## src/rtl/vga_term_writer.sv

```systemverilog
// Byte-stream front end for the VGA text display: interprets printable and control
// codes, tracks the cursor and drives single-cycle writes into the character memory.
module vga_term_writer #(
  parameter int COLS       = 210,
  parameter int ROWS       = 131,
  parameter int ADDR_WIDTH = $clog2(COLS * ROWS)
) (
  input  logic                  clk,
  input  logic                  reset,
  input  logic                  in_valid,
  input  logic [7:0]            in_char,
  output logic                  in_ready,
  output logic                  wr_en,
  output logic [ADDR_WIDTH-1:0] wr_addr,
  output logic [7:0]            wr_data,
  output logic [ADDR_WIDTH-1:0] cursor_addr,
  output logic                  busy
);

  localparam int COL_W = (COLS > 1) ? $clog2(COLS) : 1;
  localparam int ROW_W = (ROWS > 1) ? $clog2(ROWS) : 1;
  localparam logic [COL_W-1:0]      LAST_COL  = COL_W'(COLS - 1);
  localparam logic [ROW_W-1:0]      LAST_ROW  = ROW_W'(ROWS - 1);
  localparam logic [ADDR_WIDTH-1:0] LAST_CELL = ADDR_WIDTH'(COLS * ROWS - 1);
  localparam logic [ADDR_WIDTH-1:0] COLS_A    = ADDR_WIDTH'(COLS);
  localparam logic [ADDR_WIDTH-1:0] ONE_A     = ADDR_WIDTH'(1);
  localparam logic [7:0] BLANK = 8'h20;
  localparam logic [7:0] CH_BS = 8'h08;
  localparam logic [7:0] CH_LF = 8'h0A;
  localparam logic [7:0] CH_FF = 8'h0C;
  localparam logic [7:0] CH_CR = 8'h0D;

  typedef enum logic [1:0] {IDLE, CLR_ALL, CLR_ROW} state_t;

  state_t                  state_q, state_d;
  logic [COL_W-1:0]        col_q, col_d;
  logic [ROW_W-1:0]        row_q, row_d;
  logic [ADDR_WIDTH-1:0]   rowBase_q, rowBase_d;
  logic [ADDR_WIDTH-1:0]   cursorAddr_q, cursorAddr_d;
  logic [ADDR_WIDTH-1:0]   clrAddr_q, clrAddr_d;
  logic [ADDR_WIDTH-1:0]   clrLast_q, clrLast_d;
  logic                    clrDone_q, clrDone_d;
  logic                    wrEn_q, wrEn_d;
  logic [ADDR_WIDTH-1:0]   wrAddr_q, wrAddr_d;
  logic [7:0]              wrData_q, wrData_d;

  logic                    lineAdv;
  logic                    blankFirst;
  logic [ROW_W-1:0]        nextRow;
  logic [ADDR_WIDTH-1:0]   nextBase;

  // Row base advances by COLS per row so the cursor address needs no multiplier.
  assign nextRow  = (row_q == LAST_ROW) ? '0 : row_q + ROW_W'(1);
  assign nextBase = (row_q == LAST_ROW) ? '0 : rowBase_q + COLS_A;

  always_comb begin
    state_d      = state_q;
    col_d        = col_q;
    row_d        = row_q;
    rowBase_d    = rowBase_q;
    cursorAddr_d = cursorAddr_q;
    clrAddr_d    = clrAddr_q;
    clrLast_d    = clrLast_q;
    clrDone_d    = clrDone_q;
    wrEn_d       = 1'b0;
    wrAddr_d     = wrAddr_q;
    wrData_d     = wrData_q;
    lineAdv      = 1'b0;
    blankFirst   = 1'b0;

    case (state_q)
      IDLE: begin
        if (in_valid) begin
          if (in_char >= 8'h20 && in_char <= 8'h7E) begin
            wrEn_d   = 1'b1;
            wrAddr_d = cursorAddr_q;
            wrData_d = in_char;
            if (col_q != LAST_COL) begin
              col_d        = col_q + COL_W'(1);
              cursorAddr_d = cursorAddr_q + ONE_A;
            end else begin
              lineAdv = 1'b1;
            end
          end else if (in_char == CH_LF) begin
            lineAdv    = 1'b1;
            blankFirst = 1'b1;
          end else if (in_char == CH_CR) begin
            col_d        = '0;
            cursorAddr_d = rowBase_q;
          end else if (in_char == CH_BS) begin
            if (col_q != '0) begin
              col_d        = col_q - COL_W'(1);
              cursorAddr_d = cursorAddr_q - ONE_A;
              wrEn_d       = 1'b1;
              wrAddr_d     = cursorAddr_q - ONE_A;
              wrData_d     = BLANK;
            end
          end else if (in_char == CH_FF) begin
            state_d      = CLR_ALL;
            col_d        = '0;
            row_d        = '0;
            rowBase_d    = '0;
            cursorAddr_d = '0;
            wrEn_d       = 1'b1;
            wrAddr_d     = '0;
            wrData_d     = BLANK;
            clrAddr_d    = ONE_A;
            clrLast_d    = LAST_CELL;
            clrDone_d    = (COLS * ROWS == 1);
          end
        end
      end
      CLR_ALL, CLR_ROW: begin
        // The done flag buys one idle cycle after the final blank before accepting bytes.
        if (clrDone_q) begin
          state_d = IDLE;
        end else begin
          wrEn_d    = 1'b1;
          wrAddr_d  = clrAddr_q;
          wrData_d  = BLANK;
          clrDone_d = (clrAddr_q == clrLast_q);
          if (clrAddr_q != clrLast_q) clrAddr_d = clrAddr_q + ONE_A;
        end
      end
      default: state_d = IDLE;
    endcase

    if (lineAdv) begin
      state_d      = CLR_ROW;
      col_d        = '0;
      row_d        = nextRow;
      rowBase_d    = nextBase;
      cursorAddr_d = nextBase;
      clrAddr_d    = nextBase;
      clrLast_d    = nextBase + COLS_A - ONE_A;
      clrDone_d    = 1'b0;
      // LF has no character write, so its first blank can go out immediately.
      if (blankFirst) begin
        wrEn_d    = 1'b1;
        wrAddr_d  = nextBase;
        wrData_d  = BLANK;
        clrAddr_d = nextBase + ONE_A;
        clrDone_d = (COLS == 1);
      end
    end
  end

  always_ff @(posedge clk) begin
    if (reset) begin
      state_q      <= CLR_ALL;
      col_q        <= '0;
      row_q        <= '0;
      rowBase_q    <= '0;
      cursorAddr_q <= '0;
      clrAddr_q    <= '0;
      clrLast_q    <= LAST_CELL;
      clrDone_q    <= 1'b0;
      wrEn_q       <= 1'b0;
      wrAddr_q     <= '0;
      wrData_q     <= '0;
    end else begin
      state_q      <= state_d;
      col_q        <= col_d;
      row_q        <= row_d;
      rowBase_q    <= rowBase_d;
      cursorAddr_q <= cursorAddr_d;
      clrAddr_q    <= clrAddr_d;
      clrLast_q    <= clrLast_d;
      clrDone_q    <= clrDone_d;
      wrEn_q       <= wrEn_d;
      wrAddr_q     <= wrAddr_d;
      wrData_q     <= wrData_d;
    end
  end

  assign in_ready    = (state_q == IDLE);
  assign busy        = ~in_ready;
  assign wr_en       = wrEn_q;
  assign wr_addr     = wrAddr_q;
  assign wr_data     = wrData_q;
  assign cursor_addr = cursorAddr_q;

endmodule

```

## config.mk

```make
export PLATFORM = sky130hd
export DESIGN_NAME = vga_term_writer
export DESIGN_NICKNAME = d
export VERILOG_FILES = /design/src/rtl/vga_term_writer.sv
export SDC_FILE = /design/constraint.sdc
export NUM_CORES = 1
export LEC_CHECK = 0
export CORE_AREA = 2 2 135 137
export DETAILED_ROUTE_END_ITERATION = 16
export DIE_AREA = 0 0 137 139
export GPL_ROUTABILITY_DRIVEN = 0
export PLACE_DENSITY = 0.64
export SYNTH_ARGS = -nofsm -noshare
export SYNTH_HDL_FRONTEND = slang
export SYNTH_SLANG_ARGS = --single-unit
```

## constraint.sdc

```tcl
create_clock -name clk -period 6.4 [get_ports clk]
set_input_delay 0.96 -clock clk [delete_from_list [all_inputs] [get_ports clk]]
set_output_delay 0.96 -clock clk [all_outputs]
set_load 0.005 [all_outputs]
```

==> results.txt, run 1 <==
----------------------------------------------------
[Outcome]
  Result of the run ... finished, final reports clean

[STA]
  Unrepaired setup endpoints after global routing ... no
  Clock tree skew after final layout ... 0.0115 ns
  Hold slack ... roughly 0.47 ns
  Tmin final ... between 3 and 4 ns
  Crit share post-route ... 0.622
  Highest clock rate ... around 250 MHz
  Minimum setup slack in the final design ... 2.42 ns
  Max-slew headroom at the worst pin ... 0.195
  Number of pins exceeding their max-slew limit in the final report ... 0
  Hold violation total from the final report ... 0
  Worst-margin pin slew ... 1.20 ns
  Post-route setup TNS ... 0 ns
  Final setup violation count ... 0

[Worst setup path]
  Critical-path cell list ... clkdlybuf4s50_1, nand4_1, o21a_1, buf_4, a31oi_4, buf_4, a21oi_1, buf_4, a21o_1, a211oi_1
  Worst Path Arrival ... 4.25 ns
  Crit path required time ... 6.67 ns
  Depth of the worst register-to-register path ... 14
  Largest driver fanout on the critical path ... 42
  Reg2Reg Capture Point ... clrLast_q[12]
  Most prevalent standard cell on the critical path ... sky130_fd_sc_hd__buf_4
  CP max stage delay ... around 0.7 ns
  Startpoint of the worst-slack reg-to-reg timing path ... row_q[0]
  Library cell contributing the largest single delay on the critical path ... sky130_fd_sc_hd__clkdlybuf4s50_1
  Reg-to-reg setup timing slack ... ~2.8 ns
  Setup crit start kind ... primary input
  Kind of critical path ... primary input to register
  Kind of end point of the critical path ... register

[Routing]
  Initial detailed-routing violation count ... around 960
  Drt first pass iters ... 5
  Remaining number of nets flagged by the antenna check after routing ... 0
  Drt total wl ... approximately 26000 um
  Via total after detailed routing ... approximately 7800
  Detailed-route wire length per cell ... around 21 um
  DRC errors left ... 0
  Ratio of routed vias to standard cells ... approximately 6.5

[Finish]
  Fill cell instance count of the final layout ... ~1800
  Sequential cell area ... a little over 2000 um^2
  Number of antenna diodes ... 0
  Total area of multi-input combinational cells ... slightly above 5000 um^2
  Non-filler cells, final ... approximately 1200
  Fraction of layout instances using a drive strength above 1 ... 0.0665
  NumNets Final ... 998
  Growth of design area from synthesis to finish ... 10.4%

[Clocking]
  Sink Count ... 103
  Library cell used as clock root buffer ... sky130_fd_sc_hd__clkbuf_16
  Clock latency at the later pin of the worst-skew pair ... roughly 0.36 ns
  Clock buffer depth ... 2
  Quantity of gates resized following cts ... 0
  Number of buffers inserted during clock tree synthesis ... 9
  Number of buffers inserted to repair setup after CTS ... 0
  Post-CTS Hold Buffers ... 0
  CTS tree ... yes
  Clock-pin slew reported for the worst setup and hold paths after clock tree synthesis ... around 0.070 ns
  # H-tree levels ... 3

[Placement]
  Setup slack after placement ... roughly 2.1 ns
  Port buffer count ... between 50 and 60
  Number of placed cells counting well taps ... around 1200
  HPWL after detailed placement ... around 18000 um

[Die]
  Height of the chip ... approximately 140 um
  Total die area ... between 15000 and 20000 um^2
  Top-level I/O count ... 52
  Row count ... between 40 and 50
  Floorplan core area ... between 15000 and 20000 um^2
  Starting density of the core ... 0.428
  Die W ... 137 um

[Logic synthesis]
  Number of enable-type register cells in the synthesized netlist ... 0
  Most used standard cell by instance count after synthesis ... sky130_fd_sc_hd__dfxtp_1
  Most used DFF post-synth ... sky130_fd_sc_hd__dfxtp_1
  Post-synthesis average cell area ... 7.69 um^2
  Top cells by area in the synthesized netlist ... sky130_fd_sc_hd__dfxtp_1 27%, sky130_fd_sc_hd__xnor2_1 5.4%, sky130_fd_sc_hd__a21oi_1 5.4%
  Cell count after synthesis ... 983
  Async set or reset register ratio after synthesis ... 0
  Cell area after synthesis ... 7560 um^2
  Share of the synthesized area in the top cell type ... 0.273
  Number of warning messages in the yosys log ... 0
  Cell variety after synth ... 90
  Nets in the synthesized netlist ... ~1000
  Proportion of synthesized chip area in sequential cells ... 0.273
  Total of flip-flops plus latches after synthesis ... 103
  Synth cell count leaders ... 103 x sky130_fd_sc_hd__dfxtp_1, 101 x sky130_fd_sc_hd__nor2_1, 82 x sky130_fd_sc_hd__a21oi_1
  Post-synth top area cell ... sky130_fd_sc_hd__dfxtp_1

[Power]
  Overall power after layout ... approximately 1.3 mW
  Worst supply voltage drop on vdd ... around 0.00013 V
  P per Cell Area ... ~150 nW/um^2
  Leakage power figure ... roughly 2.7 nW

[GRT]
  Number of antenna violations at the first check in global routing ... 0
  Largest net degree at the start of global routing ... roughly 50
  GR Overflow Total ... 0
  Global-route wire length before repair ... a little over 40000 um
  Global Route Usage Sum ... 0.270
  Via count of the first global-routing pass ... ~7000

[Min path]
  Hold-critical path endpoint ... clrLast_q[1]
  Critical hold path startpoint ... clrLast_q[1]
  WHS Path Cells ... 2
  Hold Crit Class ... register to register

[Flow run]
  Max-Cap Viols ... 0

----------------------------------------------------
-- critical path: cells and delay by family --
family | cells | cell delay, ns
compound gates | 5 | 1.46
buf+inv | 4 | 1.58
simple gates | 1 | 0.21
-- cells by family after synthesis --
group           after synthesis  share of synthesized area
fa+ha+maj                    14                     0.0232
flops                       103                      0.273
compound gates              310                      0.293
simple gates                374                      0.260
xor+xnor                     69                     0.0800
buf+inv                     106                     0.0617
mux                           7                     0.0101
-- sequential cells by signal (all words and copies together) (netlist names) --
| register | flops |
|---|---|
| clrAddr_q | 15 |
| clrLast_q | 15 |
| cursor_addr | 15 |
| rowBase_q | 15 |
| wr_addr | 15 |
| col_q | 8 |
| row_q | 8 |
| wr_data | 8 |
| state_q | 2 |
| clrDone_q | 1 |
| wr_en | 1 |
-- worst max-delay path by stage --
stage                from          end  slack [ns]  depth (start not counted)
3_3_place_gp   in_char[0]     row_q[1]        2.21                         10
6_report       in_char[2]     row_q[1]        2.42                         10
2_1_floorplan  in_char[7]   wr_addr[1]        3.48                          9
3_5_place_dp   in_char[2]     row_q[1]        2.11                         10
5_1_grt        in_char[6]  wr_addr[13]        2.18                          8
4_1_cts        in_char[2]     row_q[1]        2.48                         10
-- power breakdown --
group	switching, mW	leakage (nW)	internal [mW]
Clock	0.261	0.130	0.284
Combinational	0.0433	1.71	0.0255
Sequential	0.00621	0.831	0.644
-- per-stage QoR --
step                utilization  instance area (um^2)
finish                    0.473                  8340
global route              0.473                  8340
CTS                       0.473                  8340
detailed placement        0.456                  8060
global placement          0.456                  8060
floorplan                     -                  7560
-- cell usage in the layout, fill, tap and decap left out, types with 23 or more instances in the layout --
cell,synthesis,layout
sky130_fd_sc_hd__nor2_1,101,101
sky130_fd_sc_hd__dfxtp_1,103,103
sky130_fd_sc_hd__xnor2_1,47,47
sky130_fd_sc_hd__nor3_1,51,51
sky130_fd_sc_hd__a221oi_1,24,24
sky130_fd_sc_hd__nand3_1,32,32
sky130_fd_sc_hd__o21ai_0,44,44
sky130_fd_sc_hd__nand2_1,72,72
sky130_fd_sc_hd__a21oi_1,82,82
sky130_fd_sc_hd__clkdlybuf4s50_1,0,50
sky130_fd_sc_hd__inv_1,23,23
sky130_fd_sc_hd__a22oi_1,23,23
-- layout make-up --
cell class,count,area share
clock inverters,4,0.00375
repair buffers,61,0.0699
multi-input cells,774,0.604
well taps,229,0.0343
flip-flops and latches,103,0.247
inverters,24,0.0108
clock buffers,11,0.0303
-- layer usage --
metal / wire length, um / global-route usage / part of all wire / vias to the layer above
li1: - / - / - / 3653
met1: 11300 / 0.389 / 0.44 / 3747
met2: 11700 / 0.406 / 0.45 / 372
met3: 2200 / 0.0486 / 0.085 / 48
met4: 654 / 0.0852 / 0.025 / 0
met5: 0 / 0 / 0 / -
No activity file was read; power rests on OpenSTA's default activity.
==> run 2: changes to the inputs <==
Clock period 6.4 ns to 3.8 ns, I/O delays scaled along.
==> results.txt, run 2 (synthesis results as in run 1) <==
----------------------------------------------------
[Outcome]
  Result of the run ... finished, final reports clean

[Die]
  Die W ... between 100 and 150 um
  Row count ... 49
  Top-level I/O count ... 52
  Starting density of the core ... 0.428
  Height of the chip ... approximately 140 um
  Total die area ... about 19000 um^2
  Floorplan core area ... approximately 18000 um^2

[GRT]
  GR Overflow Total ... 0
  Number of antenna violations at the first check in global routing ... 0
  Via count of the first global-routing pass ... slightly above 7000
  Global Route Usage Sum ... 0.279
  Largest net degree at the start of global routing ... 64
  Global-route wire length before repair ... slightly above 40000 um

[Power]
  P per Cell Area ... approximately 260 nW/um^2
  Leakage power figure ... between 2 and 3 nW
  Worst supply voltage drop on vdd ... 0.000227 V
  Overall power after layout ... roughly 2.2 mW

[Worst setup path]
  Largest driver fanout on the critical path ... 22
  Startpoint of the worst-slack reg-to-reg timing path ... row_q[0]
  Worst Path Arrival ... roughly 3.5 ns
  Crit path required time ... approximately 4.1 ns
  Critical-path cell list ... clkdlybuf4s50_1, or4_4, nor3_4, a31oi_4, buf_4, a211oi_1, and3_1, xnor2_1, nor2_1
  Kind of critical path ... primary input to register
  Kind of end point of the critical path ... register
  Setup crit start kind ... primary input
  Reg-to-reg setup timing slack ... a little under 0.7 ns
  Library cell contributing the largest single delay on the critical path ... sky130_fd_sc_hd__a211oi_1
  Depth of the worst register-to-register path ... 14
  CP max stage delay ... roughly 0.73 ns
  Reg2Reg Capture Point ... clrLast_q[12]

[Finish]
  Fraction of layout instances using a drive strength above 1 ... 0.0861
  Final core utilization ... 0.483
  Growth of design area from synthesis to finish ... 12.9%
  Commonest cells after routing, fill and taps aside ... 103 x sky130_fd_sc_hd__dfxtp_1, 101 x sky130_fd_sc_hd__nor2_1, 82 x sky130_fd_sc_hd__a21oi_1
  Fill cell instance count of the final layout ... 1784
  Most common library cell in the layout ignoring fill and taps ... sky130_fd_sc_hd__dfxtp_1
  Total area of multi-input combinational cells ... between 5000 and 6000 um^2
  Number of antenna diodes ... 0
  NumNets Final ... a little over 1000
  Sequential cell area ... 2060 um^2

[Clocking]
  Post-CTS Hold Buffers ... 0
  Library cell used as clock root buffer ... sky130_fd_sc_hd__clkbuf_16
  Quantity of gates resized following cts ... 0
  Clock latency at the later pin of the worst-skew pair ... around 0.37 ns
  Clock-pin slew reported for the worst setup and hold paths after clock tree synthesis ... ~0.07 ns
  Number of buffers inserted to repair setup after CTS ... 0
  Sink Count ... slightly above 100
  Number of buffers inserted during clock tree synthesis ... 9
  Clock buffer depth ... 2
  CTS tree ... yes
  # H-tree levels ... 3

[STA]
  Clock tree skew after final layout ... 0.0101 ns
  Final setup violation count ... 0
  Hold violation total from the final report ... 0
  Post-route setup TNS ... 0 ns
  Hold slack ... about 0.47 ns
  Unrepaired setup endpoints after global routing ... no
  Worst-margin pin slew ... roughly 1.1 ns
  Number of pins exceeding their max-slew limit in the final report ... 0
  Crit share post-route ... 0.850
  Highest clock rate ... between 300 and 400 MHz
  Tmin final ... roughly 3.2 ns
  Max-slew headroom at the worst pin ... 0.253

[Routing]
  Detailed-route wire length per cell ... about 22 um
  Initial detailed-routing violation count ... between 1000 and 1500
  Drt first pass iters ... 6
  DRC errors left ... 0
  Ratio of routed vias to standard cells ... roughly 6.5
  Remaining number of nets flagged by the antenna check after routing ... 0
  Via total after detailed routing ... 7939
  Drt total wl ... approximately 27000 um

[Flow run]
  Max-Cap Viols ... 0

[Min path]
  WHS Path Cells ... 2
  Hold Crit Class ... register to register
  Hold-critical path endpoint ... clrLast_q[3]
  Critical hold path startpoint ... clrLast_q[3]

[Placement]
  Port buffer count ... 51
  HPWL after detailed placement ... between 15000 and 20000 um

----------------------------------------------------
-- run 2: critical path: cells and delay by family --
kind,cells,cell delay [ns]
compound gates,2,0.81
simple gates,4,1.28
buf+inv,2,0.71
xor+xnor,1,0.12
-- run 2: worst max path at each step --
| stage | start | to | slack, ns | cells past startpoint |
|---|---|---|---|---|
| after floorplan | row_q[0] | clrLast_q[12] | 0.98 | 15 |
| after global placement | in_char[6] | row_q[7] | 0.30 | 9 |
| after detailed placement | in_char[6] | row_q[7] | 0.29 | 9 |
| after CTS | in_char[6] | row_q[7] | 0.66 | 9 |
| after global routing | row_q[0] | clrLast_q[12] | 0.43 | 14 |
| final | in_char[6] | row_q[7] | 0.57 | 9 |
-- run 2: area by class of cell --
cell class | count | area share
Inverter | 24 | 0.0106
Tap cell | 229 | 0.0336
Clock buffer | 10 | 0.0268
Sequential cell | 103 | 0.242
Clock inverter | 5 | 0.00967
Multi-Input combinational cell | 774 | 0.590
Timing Repair Buffer | 83 | 0.0876
-- run 2: power by group --
part | switching, mW | internal (mW)
Sequential | 0.00962 | 1.08
Clock | 0.443 | 0.577
Combinational | 0.0744 | 0.0438
-- run 2: metrics by stage --
stage          setup WS, ns  instance area [um^2]  std cells
2_1_floorplan         0.976                  7560        983
3_3_place_gp          0.304                  8230       1213
3_5_place_dp          0.289                  8230       1213
4_1_cts               0.665                  8540       1228
5_1_grt               0.434                  8540       1228
6_report              0.568                  8540       1228
-- run 2: per-layer routing --
layer / vias up / global-route usage / wire length (um)
li1: 3709 / - / -
met1: 3723 / 0.398 / 11400
met2: 430 / 0.412 / 11800
met3: 77 / 0.0468 / 2260
met4: 0 / 0.117 / 1020
met5: - / 0 / 0
==> run 3: changes to the inputs <==
Settings changed: SETUP_SLACK_MARGIN set to 0.4.
==> results of run 3 <==
Same layout as run 2: the final DEF is identical, and so are final timing and power.
